<file path="config.mk">
export PLATFORM = sky130hd
export DESIGN_NAME = quiz_round_sequencer_flat
export DESIGN_NICKNAME = d
export VERILOG_FILES = /design/src/rtl/quiz_round_sequencer_pkg.sv /design/src/rtl/quiz_round_sequencer_if.sv /design/src/rtl/quiz_round_sequencer_arbiter.sv /design/src/rtl/quiz_round_sequencer.sv /design/src/flat_wrapper.sv
export SDC_FILE = /design/constraint.sdc
export NUM_CORES = 1
export LEC_CHECK = 0
export BUFFER_PORTS_ARGS = -buffer_cell sky130_fd_sc_hd__buf_4
export CAP_MARGIN = 25
export CELL_PAD_IN_SITES_DETAIL_PLACEMENT = 2
export CELL_PAD_IN_SITES_GLOBAL_PLACEMENT = 2
export CORE_AREA = 2 2 162 164
export DETAILED_ROUTE_END_ITERATION = 16
export DIE_AREA = 0 0 164 166
export PLACE_DENSITY_LB_ADDON = 0.08
export SETUP_SLACK_MARGIN = 0.15
export SLEW_MARGIN = 20
export SYNTH_ARGS = -nofsm -noshare
export SYNTH_HDL_FRONTEND = slang
export SYNTH_SLANG_ARGS = --single-unit
</file>
<file path="constraint.sdc">
create_clock -name clk -period 14.6 [get_ports clk]
set_clock_uncertainty 0.15 [all_clocks]
set_input_delay 3.65 -clock clk [delete_from_list [all_inputs] [get_ports clk]]
set_output_delay 3.65 -clock clk [all_outputs]
set_load 0.005 [all_outputs]
</file>
<file path="src/rtl/quiz_round_sequencer_pkg.sv">
// Shared definitions for the quiz round sequencer.
// Contents:
//   - sizing constants: player slots, score width, index/time/count/points widths
//   - state_t: FSM encoding IDLE=0, OPEN=1, ANSWER=2, ROUND_END=3, OVER=4
//   - clamp helpers for player_count / question_count and the active-player mask
//   - saturating score add/subtract, evaluated one bit wider than a score
package comp_pkg;

  localparam int MAX_PLAYERS = 8;
  localparam int SCORE_W     = 7;
  localparam int IDX_W       = $clog2(MAX_PLAYERS);
  localparam int TIME_W      = 7;
  localparam int CNT_W       = 4;
  localparam int PTS_W       = 4;

  typedef enum logic [2:0] {
    IDLE      = 3'd0,
    OPEN      = 3'd1,
    ANSWER    = 3'd2,
    ROUND_END = 3'd3,
    OVER      = 3'd4
  } state_t;

  // 0 players means a single player; anything above the slot count is capped.
  function automatic logic [CNT_W-1:0] clamp_player_count(input logic [CNT_W-1:0] pc);
    if (pc == '0) return CNT_W'(1);
    if (pc > CNT_W'(MAX_PLAYERS)) return CNT_W'(MAX_PLAYERS);
    return pc;
  endfunction

  // A game always has at least one question.
  function automatic logic [CNT_W-1:0] clamp_question_count(input logic [CNT_W-1:0] qc);
    if (qc == '0) return CNT_W'(1);
    return qc;
  endfunction

  // Bit i set when player slot i takes part in the game.
  function automatic logic [MAX_PLAYERS-1:0] active_mask(input logic [CNT_W-1:0] pc);
    logic [MAX_PLAYERS-1:0] m;
    m = '0;
    for (int i = 0; i < MAX_PLAYERS; i++) begin
      m[i] = (i < int'(pc));
    end
    return m;
  endfunction

  // Extra MSB of the sum flags overflow; clamp to the largest score.
  function automatic logic [SCORE_W-1:0] sat_add(input logic [SCORE_W-1:0] score,
                                                 input logic [PTS_W-1:0]   pts);
    logic [SCORE_W:0] sum;
    sum = {1'b0, score} + {{(SCORE_W+1-PTS_W){1'b0}}, pts};
    return sum[SCORE_W] ? {SCORE_W{1'b1}} : sum[SCORE_W-1:0];
  endfunction

  // Extra MSB of the difference is the borrow; a borrow means the floor of 0.
  function automatic logic [SCORE_W-1:0] sat_sub(input logic [SCORE_W-1:0] score,
                                                 input logic [PTS_W-1:0]   pts);
    logic [SCORE_W:0] diff;
    diff = {1'b0, score} - {{(SCORE_W+1-PTS_W){1'b0}}, pts};
    return diff[SCORE_W] ? '0 : diff[SCORE_W-1:0];
  endfunction

endpackage

</file>
<file path="src/rtl/quiz_round_sequencer_if.sv">
// Bus between the quiz round sequencer and its surroundings.
// master: input-edge layer / settings / display side (drives pulses and config,
//         reads status). slave: the sequencer itself.
// Signals:
//   tick_1hz, start, judge_ok, judge_fail : single-cycle pulses
//   buzz            : per-player buzz edge pulses
//   player_count, question_count, answer_time, win_score,
//   success_score, fail_score : game configuration
//   state, question_no, grant_valid, granted_player, time_left, lockout,
//   scores, game_over, winner_valid, winner : sequencer status
interface quiz_round_sequencer_if;
  import comp_pkg::*;

  logic                         tick_1hz;
  logic                         start;
  logic                         judge_ok;
  logic                         judge_fail;
  logic [MAX_PLAYERS-1:0]       buzz;
  logic [CNT_W-1:0]             player_count;
  logic [CNT_W-1:0]             question_count;
  logic [TIME_W-1:0]            answer_time;
  logic [SCORE_W-1:0]           win_score;
  logic [PTS_W-1:0]             success_score;
  logic [PTS_W-1:0]             fail_score;

  logic [2:0]                   state;
  logic [CNT_W-1:0]             question_no;
  logic                         grant_valid;
  logic [IDX_W-1:0]             granted_player;
  logic [TIME_W-1:0]            time_left;
  logic [MAX_PLAYERS-1:0]       lockout;
  logic [MAX_PLAYERS*SCORE_W-1:0] scores;
  logic                         game_over;
  logic                         winner_valid;
  logic [IDX_W-1:0]             winner;

  modport master (
    output tick_1hz, start, judge_ok, judge_fail, buzz,
           player_count, question_count, answer_time, win_score,
           success_score, fail_score,
    input  state, question_no, grant_valid, granted_player, time_left,
           lockout, scores, game_over, winner_valid, winner
  );

  modport slave (
    input  tick_1hz, start, judge_ok, judge_fail, buzz,
           player_count, question_count, answer_time, win_score,
           success_score, fail_score,
    output state, question_no, grant_valid, granted_player, time_left,
           lockout, scores, game_over, winner_valid, winner
  );

endinterface

</file>
<file path="src/rtl/quiz_round_sequencer_arbiter.sv">
// Combinational masked fixed-priority picker: lowest set bit of req & mask.
// Ports:
//   req   in  MAX_PLAYERS  request vector
//   mask  in  MAX_PLAYERS  qualifying mask
//   found out 1            some bit of req & mask is set
//   idx   out IDX_W        index of the lowest such bit (0 when none)
module buzz_priority_arbiter
  import comp_pkg::*;
(
  input  logic [MAX_PLAYERS-1:0] req,
  input  logic [MAX_PLAYERS-1:0] mask,
  output logic                   found,
  output logic [IDX_W-1:0]       idx
);

  logic [MAX_PLAYERS-1:0] eligible;

  assign eligible = req & mask;

  // Scan from the top down so the lowest eligible index is written last.
  always_comb begin
    found = 1'b0;
    idx   = '0;
    for (int i = MAX_PLAYERS - 1; i >= 0; i--) begin
      if (eligible[i]) begin
        found = 1'b1;
        idx   = IDX_W'(i);
      end
    end
  end

endmodule

</file>
<file path="src/rtl/quiz_round_sequencer.sv">
// Quiz round sequencer: runs one game of up to MAX_PLAYERS players.
// Per question: open buzz-in, grant the lowest-index eligible buzzer, count the
// answer time down on tick_1hz, apply the host judgement to the score, then
// decide whether the game is over and who won.
// Ports:
//   clk  system clock
//   rst  synchronous active-high reset
//   bus  quiz_round_sequencer_if.slave (pulses, configuration, status)
module quiz_round_sequencer
  import comp_pkg::*;
(
  input  logic                   clk,
  input  logic                   rst,
  quiz_round_sequencer_if.slave  bus
);

  state_t                 state_reg;
  logic [CNT_W-1:0]       question_no_reg;
  logic                   grant_valid_reg;
  logic [IDX_W-1:0]       granted_player_reg;
  logic [TIME_W-1:0]      time_left_reg;
  logic [MAX_PLAYERS-1:0] lockout_reg;
  logic [SCORE_W-1:0]     score_reg [MAX_PLAYERS];
  logic                   game_over_reg;
  logic                   winner_valid_reg;
  logic [IDX_W-1:0]       winner_reg;

  // Configuration captured at the first start of the game.
  logic [CNT_W-1:0]       cfg_players_reg;
  logic [CNT_W-1:0]       cfg_questions_reg;
  logic [TIME_W-1:0]      cfg_answer_time_reg;
  logic [SCORE_W-1:0]     cfg_win_score_reg;
  logic [PTS_W-1:0]       cfg_success_reg;
  logic [PTS_W-1:0]       cfg_fail_reg;

  logic [MAX_PLAYERS-1:0] active;
  logic                   buzz_found;
  logic [IDX_W-1:0]       buzz_idx;
  logic [MAX_PLAYERS-1:0] meets_win;
  logic                   win_found;
  logic [IDX_W-1:0]       win_idx;
  logic [SCORE_W-1:0]     max_score;
  logic [IDX_W-1:0]       max_idx;
  logic                   max_tie;
  logic [SCORE_W-1:0]     granted_score;
  logic [MAX_PLAYERS-1:0] lockout_after_miss;
  logic                   judge_ok_only;
  logic                   judge_fail_only;
  logic                   timeout;

  assign active        = active_mask(cfg_players_reg);
  assign granted_score = score_reg[granted_player_reg];

  // Simultaneous ok+fail counts as no judgement, so a zero timer still expires.
  assign judge_ok_only   = bus.judge_ok & ~bus.judge_fail;
  assign judge_fail_only = bus.judge_fail & ~bus.judge_ok;
  assign timeout         = (time_left_reg == '0) & ~judge_ok_only & ~judge_fail_only;

  assign lockout_after_miss = lockout_reg | (MAX_PLAYERS'(1) << granted_player_reg);

  buzz_priority_arbiter u_buzz_arb (
    .req   (bus.buzz),
    .mask  (active & ~lockout_reg),
    .found (buzz_found),
    .idx   (buzz_idx)
  );

  genvar gi;
  generate
    for (gi = 0; gi < MAX_PLAYERS; gi++) begin : g_player
      assign meets_win[gi] = (score_reg[gi] >= cfg_win_score_reg);
      assign bus.scores[gi*SCORE_W +: SCORE_W] = score_reg[gi];
    end
  endgenerate

  // Same lowest-index picker, applied to the players at or above win_score.
  buzz_priority_arbiter u_win_arb (
    .req   (meets_win),
    .mask  (active),
    .found (win_found),
    .idx   (win_idx)
  );

  // Maximum active score; strict '>' keeps the lowest index among equals, and
  // max_tie flags a later player equalling the current maximum.
  always_comb begin
    max_score = score_reg[0];
    max_idx   = '0;
    max_tie   = 1'b0;
    for (int i = 1; i < MAX_PLAYERS; i++) begin
      if (active[i]) begin
        if (score_reg[i] > max_score) begin
          max_score = score_reg[i];
          max_idx   = IDX_W'(i);
          max_tie   = 1'b0;
        end else if (score_reg[i] == max_score) begin
          max_tie = 1'b1;
        end
      end
    end
  end

  always_ff @(posedge clk) begin
    if (rst) begin
      state_reg           <= IDLE;
      question_no_reg     <= '0;
      grant_valid_reg     <= 1'b0;
      granted_player_reg  <= '0;
      time_left_reg       <= '0;
      lockout_reg         <= '0;
      game_over_reg       <= 1'b0;
      winner_valid_reg    <= 1'b0;
      winner_reg          <= '0;
      cfg_players_reg     <= '0;
      cfg_questions_reg   <= '0;
      cfg_answer_time_reg <= '0;
      cfg_win_score_reg   <= '0;
      cfg_success_reg     <= '0;
      cfg_fail_reg        <= '0;
      for (int i = 0; i < MAX_PLAYERS; i++) begin
        score_reg[i] <= '0;
      end
    end else begin
      case (state_reg)
        IDLE: begin
          if (bus.start) begin
            if (question_no_reg == '0) begin
              cfg_players_reg     <= clamp_player_count(bus.player_count);
              cfg_questions_reg   <= clamp_question_count(bus.question_count);
              cfg_answer_time_reg <= bus.answer_time;
              cfg_win_score_reg   <= bus.win_score;
              cfg_success_reg     <= bus.success_score;
              cfg_fail_reg        <= bus.fail_score;
            end
            question_no_reg <= question_no_reg + CNT_W'(1);
            lockout_reg     <= '0;
            state_reg       <= OPEN;
          end
        end

        OPEN: begin
          // An eligible buzz beats a simultaneous skip request.
          if (buzz_found) begin
            grant_valid_reg    <= 1'b1;
            granted_player_reg <= buzz_idx;
            time_left_reg      <= cfg_answer_time_reg;
            state_reg          <= ANSWER;
          end else if (bus.start) begin
            state_reg <= ROUND_END;
          end
        end

        ANSWER: begin
          if (judge_ok_only) begin
            score_reg[granted_player_reg] <= sat_add(granted_score, cfg_success_reg);
            grant_valid_reg               <= 1'b0;
            state_reg                     <= ROUND_END;
          end else if (judge_fail_only || timeout) begin
            score_reg[granted_player_reg] <= sat_sub(granted_score, cfg_fail_reg);
            lockout_reg                   <= lockout_after_miss;
            grant_valid_reg               <= 1'b0;
            state_reg <= ((active & ~lockout_after_miss) != '0) ? OPEN : ROUND_END;
          end else if (bus.tick_1hz && (time_left_reg != '0)) begin
            time_left_reg <= time_left_reg - TIME_W'(1);
          end
        end

        ROUND_END: begin
          if (win_found) begin
            game_over_reg    <= 1'b1;
            winner_valid_reg <= 1'b1;
            winner_reg       <= win_idx;
            state_reg        <= OVER;
          end else if (question_no_reg == cfg_questions_reg) begin
            game_over_reg    <= 1'b1;
            winner_valid_reg <= ~max_tie;
            winner_reg       <= max_idx;
            state_reg        <= OVER;
          end else begin
            state_reg <= IDLE;
          end
        end

        OVER: begin
          // Holds everything until reset.
        end

        default: state_reg <= IDLE;
      endcase
    end
  end

  assign bus.state          = state_reg;
  assign bus.question_no    = question_no_reg;
  assign bus.grant_valid    = grant_valid_reg;
  assign bus.granted_player = granted_player_reg;
  assign bus.time_left      = time_left_reg;
  assign bus.lockout        = lockout_reg;
  assign bus.game_over      = game_over_reg;
  assign bus.winner_valid   = winner_valid_reg;
  assign bus.winner         = winner_reg;

endmodule

</file>
<file path="src/flat_wrapper.sv">
// flat-port wrapper written by rule: the top's interface ports become plain ports
module quiz_round_sequencer_flat import comp_pkg::*;
  (clk, rst, bus_tick_1hz, bus_start, bus_judge_ok, bus_judge_fail, bus_buzz, bus_player_count, bus_question_count, bus_answer_time, bus_win_score, bus_success_score, bus_fail_score, bus_state, bus_question_no, bus_grant_valid, bus_granted_player, bus_time_left, bus_lockout, bus_scores, bus_game_over, bus_winner_valid, bus_winner);
  quiz_round_sequencer_if bus_i ();
  input  logic clk;
  input  logic rst;
  input wire logic [$bits(bus_i.tick_1hz)-1:0] bus_tick_1hz;
  input wire logic [$bits(bus_i.start)-1:0] bus_start;
  input wire logic [$bits(bus_i.judge_ok)-1:0] bus_judge_ok;
  input wire logic [$bits(bus_i.judge_fail)-1:0] bus_judge_fail;
  input wire logic [$bits(bus_i.buzz)-1:0] bus_buzz;
  input wire logic [$bits(bus_i.player_count)-1:0] bus_player_count;
  input wire logic [$bits(bus_i.question_count)-1:0] bus_question_count;
  input wire logic [$bits(bus_i.answer_time)-1:0] bus_answer_time;
  input wire logic [$bits(bus_i.win_score)-1:0] bus_win_score;
  input wire logic [$bits(bus_i.success_score)-1:0] bus_success_score;
  input wire logic [$bits(bus_i.fail_score)-1:0] bus_fail_score;
  output wire logic [$bits(bus_i.state)-1:0] bus_state;
  output wire logic [$bits(bus_i.question_no)-1:0] bus_question_no;
  output wire logic [$bits(bus_i.grant_valid)-1:0] bus_grant_valid;
  output wire logic [$bits(bus_i.granted_player)-1:0] bus_granted_player;
  output wire logic [$bits(bus_i.time_left)-1:0] bus_time_left;
  output wire logic [$bits(bus_i.lockout)-1:0] bus_lockout;
  output wire logic [$bits(bus_i.scores)-1:0] bus_scores;
  output wire logic [$bits(bus_i.game_over)-1:0] bus_game_over;
  output wire logic [$bits(bus_i.winner_valid)-1:0] bus_winner_valid;
  output wire logic [$bits(bus_i.winner)-1:0] bus_winner;
  assign bus_i.tick_1hz = bus_tick_1hz;
  assign bus_i.start = bus_start;
  assign bus_i.judge_ok = bus_judge_ok;
  assign bus_i.judge_fail = bus_judge_fail;
  assign bus_i.buzz = bus_buzz;
  assign bus_i.player_count = bus_player_count;
  assign bus_i.question_count = bus_question_count;
  assign bus_i.answer_time = bus_answer_time;
  assign bus_i.win_score = bus_win_score;
  assign bus_i.success_score = bus_success_score;
  assign bus_i.fail_score = bus_fail_score;
  assign bus_state = bus_i.state;
  assign bus_question_no = bus_i.question_no;
  assign bus_grant_valid = bus_i.grant_valid;
  assign bus_granted_player = bus_i.granted_player;
  assign bus_time_left = bus_i.time_left;
  assign bus_lockout = bus_i.lockout;
  assign bus_scores = bus_i.scores;
  assign bus_game_over = bus_i.game_over;
  assign bus_winner_valid = bus_i.winner_valid;
  assign bus_winner = bus_i.winner;
  quiz_round_sequencer u_core (.clk(clk), .rst(rst), .bus(bus_i));
endmodule
</file>
==> impl_metrics.env <==
export IMPL_cts_buffers=17
export IMPL_syn_inst=1035
export IMPL_p_comb_share_pct=42.7
export IMPL_fin_crit_sh_pct=93.09
export IMPL_fin_ws_ps=1008
export IMPL_power_leakage_nw=4.721
export IMPL_end_kind="flip-flop"
export IMPL_hold_end="u_core.cfg_answer_time_reg[2]"
export IMPL_synthAdderAreaFrac_pct=16.16
export IMPL_syn_num_nets=1194
export IMPL_worst_slew_margin_rel_pct=26.45
export IMPL_coreArea_mm2=0.02562
export IMPL_critPathLaunch="u_core.score_reg[1][6]"
export IMPL_syn_avg_cell_area_um2=8.752
export IMPL_max_clock_freq_mhz=73.57
export IMPL_arrival_ps=13760
export IMPL_slew_violations=0
export IMPL_synth_edf_count=56
export IMPL_setup_violations=0
export IMPL_routedWlPerCell_um=24.36
export IMPL_crit_path_start_kind="flip-flop"
export IMPL_port_buffer_count=130
export IMPL_slowest_delay_ps=490
export IMPL_vdd_drop_max_v=0.00007182
export IMPL_r2r_slack_ps=1010
export IMPL_synthMuxAreaShare_pct=7.818
export IMPL_drtPass1Iterations=5
export IMPL_register_area_mm2=0.002963
export IMPL_holdCritPathClass="reg -> reg"
export IMPL_ys_types=75
export IMPL_yosys_area_share_simple_pct=18.52
export IMPL_drive_above_1_share_pct=19.75
export IMPL_fin_crit_ps=13590
export IMPL_final_nets=1336
export IMPL_die_w_um=164
export IMPL_fin_hold_ws_ps=310.9
export IMPL_sw_frac_of_total_pct=40.60
export IMPL_grt_pass1_vias=9356
export IMPL_synth_seq_cells=120
export IMPL_powerDensity_mw_per_mm2=135.3
export IMPL_drc=0
export IMPL_synthFlopType="dfxtp_1"
export IMPL_rr_worst_depth=62
export IMPL_rsz0062_at_grt="no"
export IMPL_antenna_found_initial=0
export IMPL_cts_tree="built"
export IMPL_syn2layout_area_growth_pct=22.93
export IMPL_ys_warn_count=0
export IMPL_ys_top_cells_by_area="edfxtp_1, ha_1, dfxtp_1, nor2_1, a21oi_1"
export IMPL_cp_required_ps=14770
export IMPL_clkTransAtPathRegs_ps=60
export IMPL_clock_sinks=120
export IMPL_cts_root_buffer="clkbuf_16"
export IMPL_reg2reg_from="u_core.score_reg[1][6]"
export IMPL_design_area_mm2=0.01114
export IMPL_track_usage_pct=27.59
export IMPL_tns_ps=0
export IMPL_dieArea_mm2=0.02722
export IMPL_yosysTopAreaCell="edfxtp_1"
export IMPL_p_clk_share_pct=28.7
export IMPL_grt_pass1_wl_um=56600
export IMPL_p_seq_share_pct=28.6
export IMPL_place_ws_ps=206.2
export IMPL_largest_register_ff_count=56
export IMPL_initial_core_util_pct=35.36
export IMPL_min_from="u_core.cfg_answer_time_reg[2]"
export IMPL_hpwl_um=28490
export IMPL_async_reset_ff_share_pct=0
export IMPL_drt_total_wl_um=37140
export IMPL_synth_area_mm2=0.009059
export IMPL_rows=59
export IMPL_place_congestion=0.8824
export IMPL_multi_input_area_mm2=0.005749
export IMPL_grt_overflow=0
export IMPL_dpl_cell_area_mm2=0.01044
export IMPL_critPathSlowestCell="edfxtp_1"
export IMPL_clock_latency_ps=430
export IMPL_ctsHoldBuffers=0
export IMPL_internal_power_mw=0.8950
export IMPL_finalHoldViolations=0
export IMPL_crit_path_frequent_cell="ha_1"
export IMPL_htreeDepth=4
export IMPL_reg2reg_to="u_core.bus.winner[2]"
export IMPL_antenna_cells=0
export IMPL_path_class="reg -> reg"
export IMPL_crit_fanout=7
export IMPL_cts_buffer_depth=2
export IMPL_ant_nets=0
export IMPL_cap_violations=0
export IMPL_ys_seq_area_share_pct=32.71
export IMPL_holdPathStages=2
export IMPL_drt_iter0_drc=481
export IMPL_io_pins=131
export IMPL_synth_top_family_by_area="compound AO/OA/AOI/OAI gates"
export IMPL_num_vias=8732
export IMPL_nFillCells=2828
export IMPL_tightest_slew_ps=1103
export IMPL_synth_top_area_share_pct=18.56
export IMPL_fp_dieH_um=166
export IMPL_synthXorXnorAreaFrac_pct=1.354
export IMPL_grt_max_degree=66
export IMPL_p_sw_mw=0.6117
export IMPL_via_per_inst=5.726
export IMPL_synth_compound_area_share_pct=19.31
export IMPL_status="completed"
export IMPL_p_total_mw=1.507
power groups by stage:
| stage | clock network, mW | registers, mW | logic [mW] |
|---|---|---|---|
| 3_5_place_dp | 0 | 0.436 | 0.629 |
| 6_report | 0.432 | 0.430 | 0.644 |
| 2_1_floorplan | 0 | 0.417 | 0.408 |
| 4_1_cts | 0.438 | 0.430 | 0.639 |
| 3_3_place_gp | 0 | 0.435 | 0.605 |
| 5_1_grt | 0.451 | 0.435 | 0.713 |
critical path: cells and delay by family (launching register included):
kind                     cells  cell delay, ps
AO/OA/AOI/OAI               32            6400
AND/OR/NAND/NOR             12            2150
adder cells (fa/ha/maj)      7            1990
multiplexers                 5            1640
buffers and inverters        6             630
flip-flops                   1             490
cells by family after synthesis:
group           count (synthesis)
compound gates                267
xor+xnor                       14
fa+ha+maj                     116
buf+inv                        97
flops                         120
mux                            51
simple gates                  370
repair_timing:
item,in CTS,in global routing
resized for setup,1,8
endpoints found under the setup margin,3,4
pin swaps,0,3
buffers inserted,0,9
synthesized netlist by cell type, types with 5 or more instances:
library cell / instances
o21ai_0: 40
nor3_1: 21
edfxtp_1: 56
o221ai_1: 5
nor2b_1: 9
dfxtp_1: 64
xor2_1: 6
nor2_1: 143
a21oi_1: 96
a22oi_1: 7
ha_1: 113
mux4_2: 14
mux2i_1: 19
nand2b_1: 23
o211ai_1: 8
nand3b_1: 6
inv_1: 68
mux2_2: 18
and2_1: 8
o22ai_1: 6
nand3_1: 27
and3_1: 6
xnor2_1: 8
nand4_1: 7
o21a_1: 12
a211oi_1: 11
nand2_1: 101
a31oi_1: 5
clkbuf_1: 25
a21o_1: 28
cells in the final DEF, fill, tap and decap left out, types with 21 or more instances in the layout:
master	synthesis	routed
nand2b_1	23	23
a21oi_1	96	95
nand2_1	101	100
nand3_1	27	27
a21o_1	28	28
inv_1	68	68
dfxtp_1	64	64
o21ai_0	40	38
nor3_1	21	21
buf_4	0	151
nor2_1	143	142
edfxtp_1	56	56
ha_1	113	113
metrics by stage:
| stage | utilization, % | std cells |
|---|---|---|
| 6_report | 43.47 | 1525 |
| 3_5_place_dp | 40.76 | 1484 |
| 2_1_floorplan | - | 1035 |
| 5_1_grt | 43.47 | 1525 |
| 3_3_place_gp | 40.70 | 1483 |
| 4_1_cts | 43.12 | 1516 |
routing by layer:
metal,GRT usage (%),part of all wire [%]
met2,47.92,50
met5,0,0
met1,34.06,42
met3,4.720,4.6
met4,10.11,3.1
how the worst max path moves through the flow:
stage / slack (ps) / to / cells after the start
global route: 140 / u_core.bus.winner[2] / 63
CTS: 250 / u_core.bus.winner[2] / 61
finish: 1010 / u_core.bus.winner[2] / 62
global placement: 840 / u_core.bus.winner[1] / 62
floorplan: 2390 / u_core.bus.winner[1] / 61
detailed placement: 210 / u_core.bus.winner[2] / 62
area by class of cell:
type                       instances  share of cell area (%)
sequential                       120                   26.61
clock buffer                      19                   4.067
multi-input combinational        818                   51.63
timing repair buffer             152                   10.31
clock inverter                    13                   1.326
tap                              335                   3.764
inverter                          68                   2.292
Power figures use the tool's default switching activity.
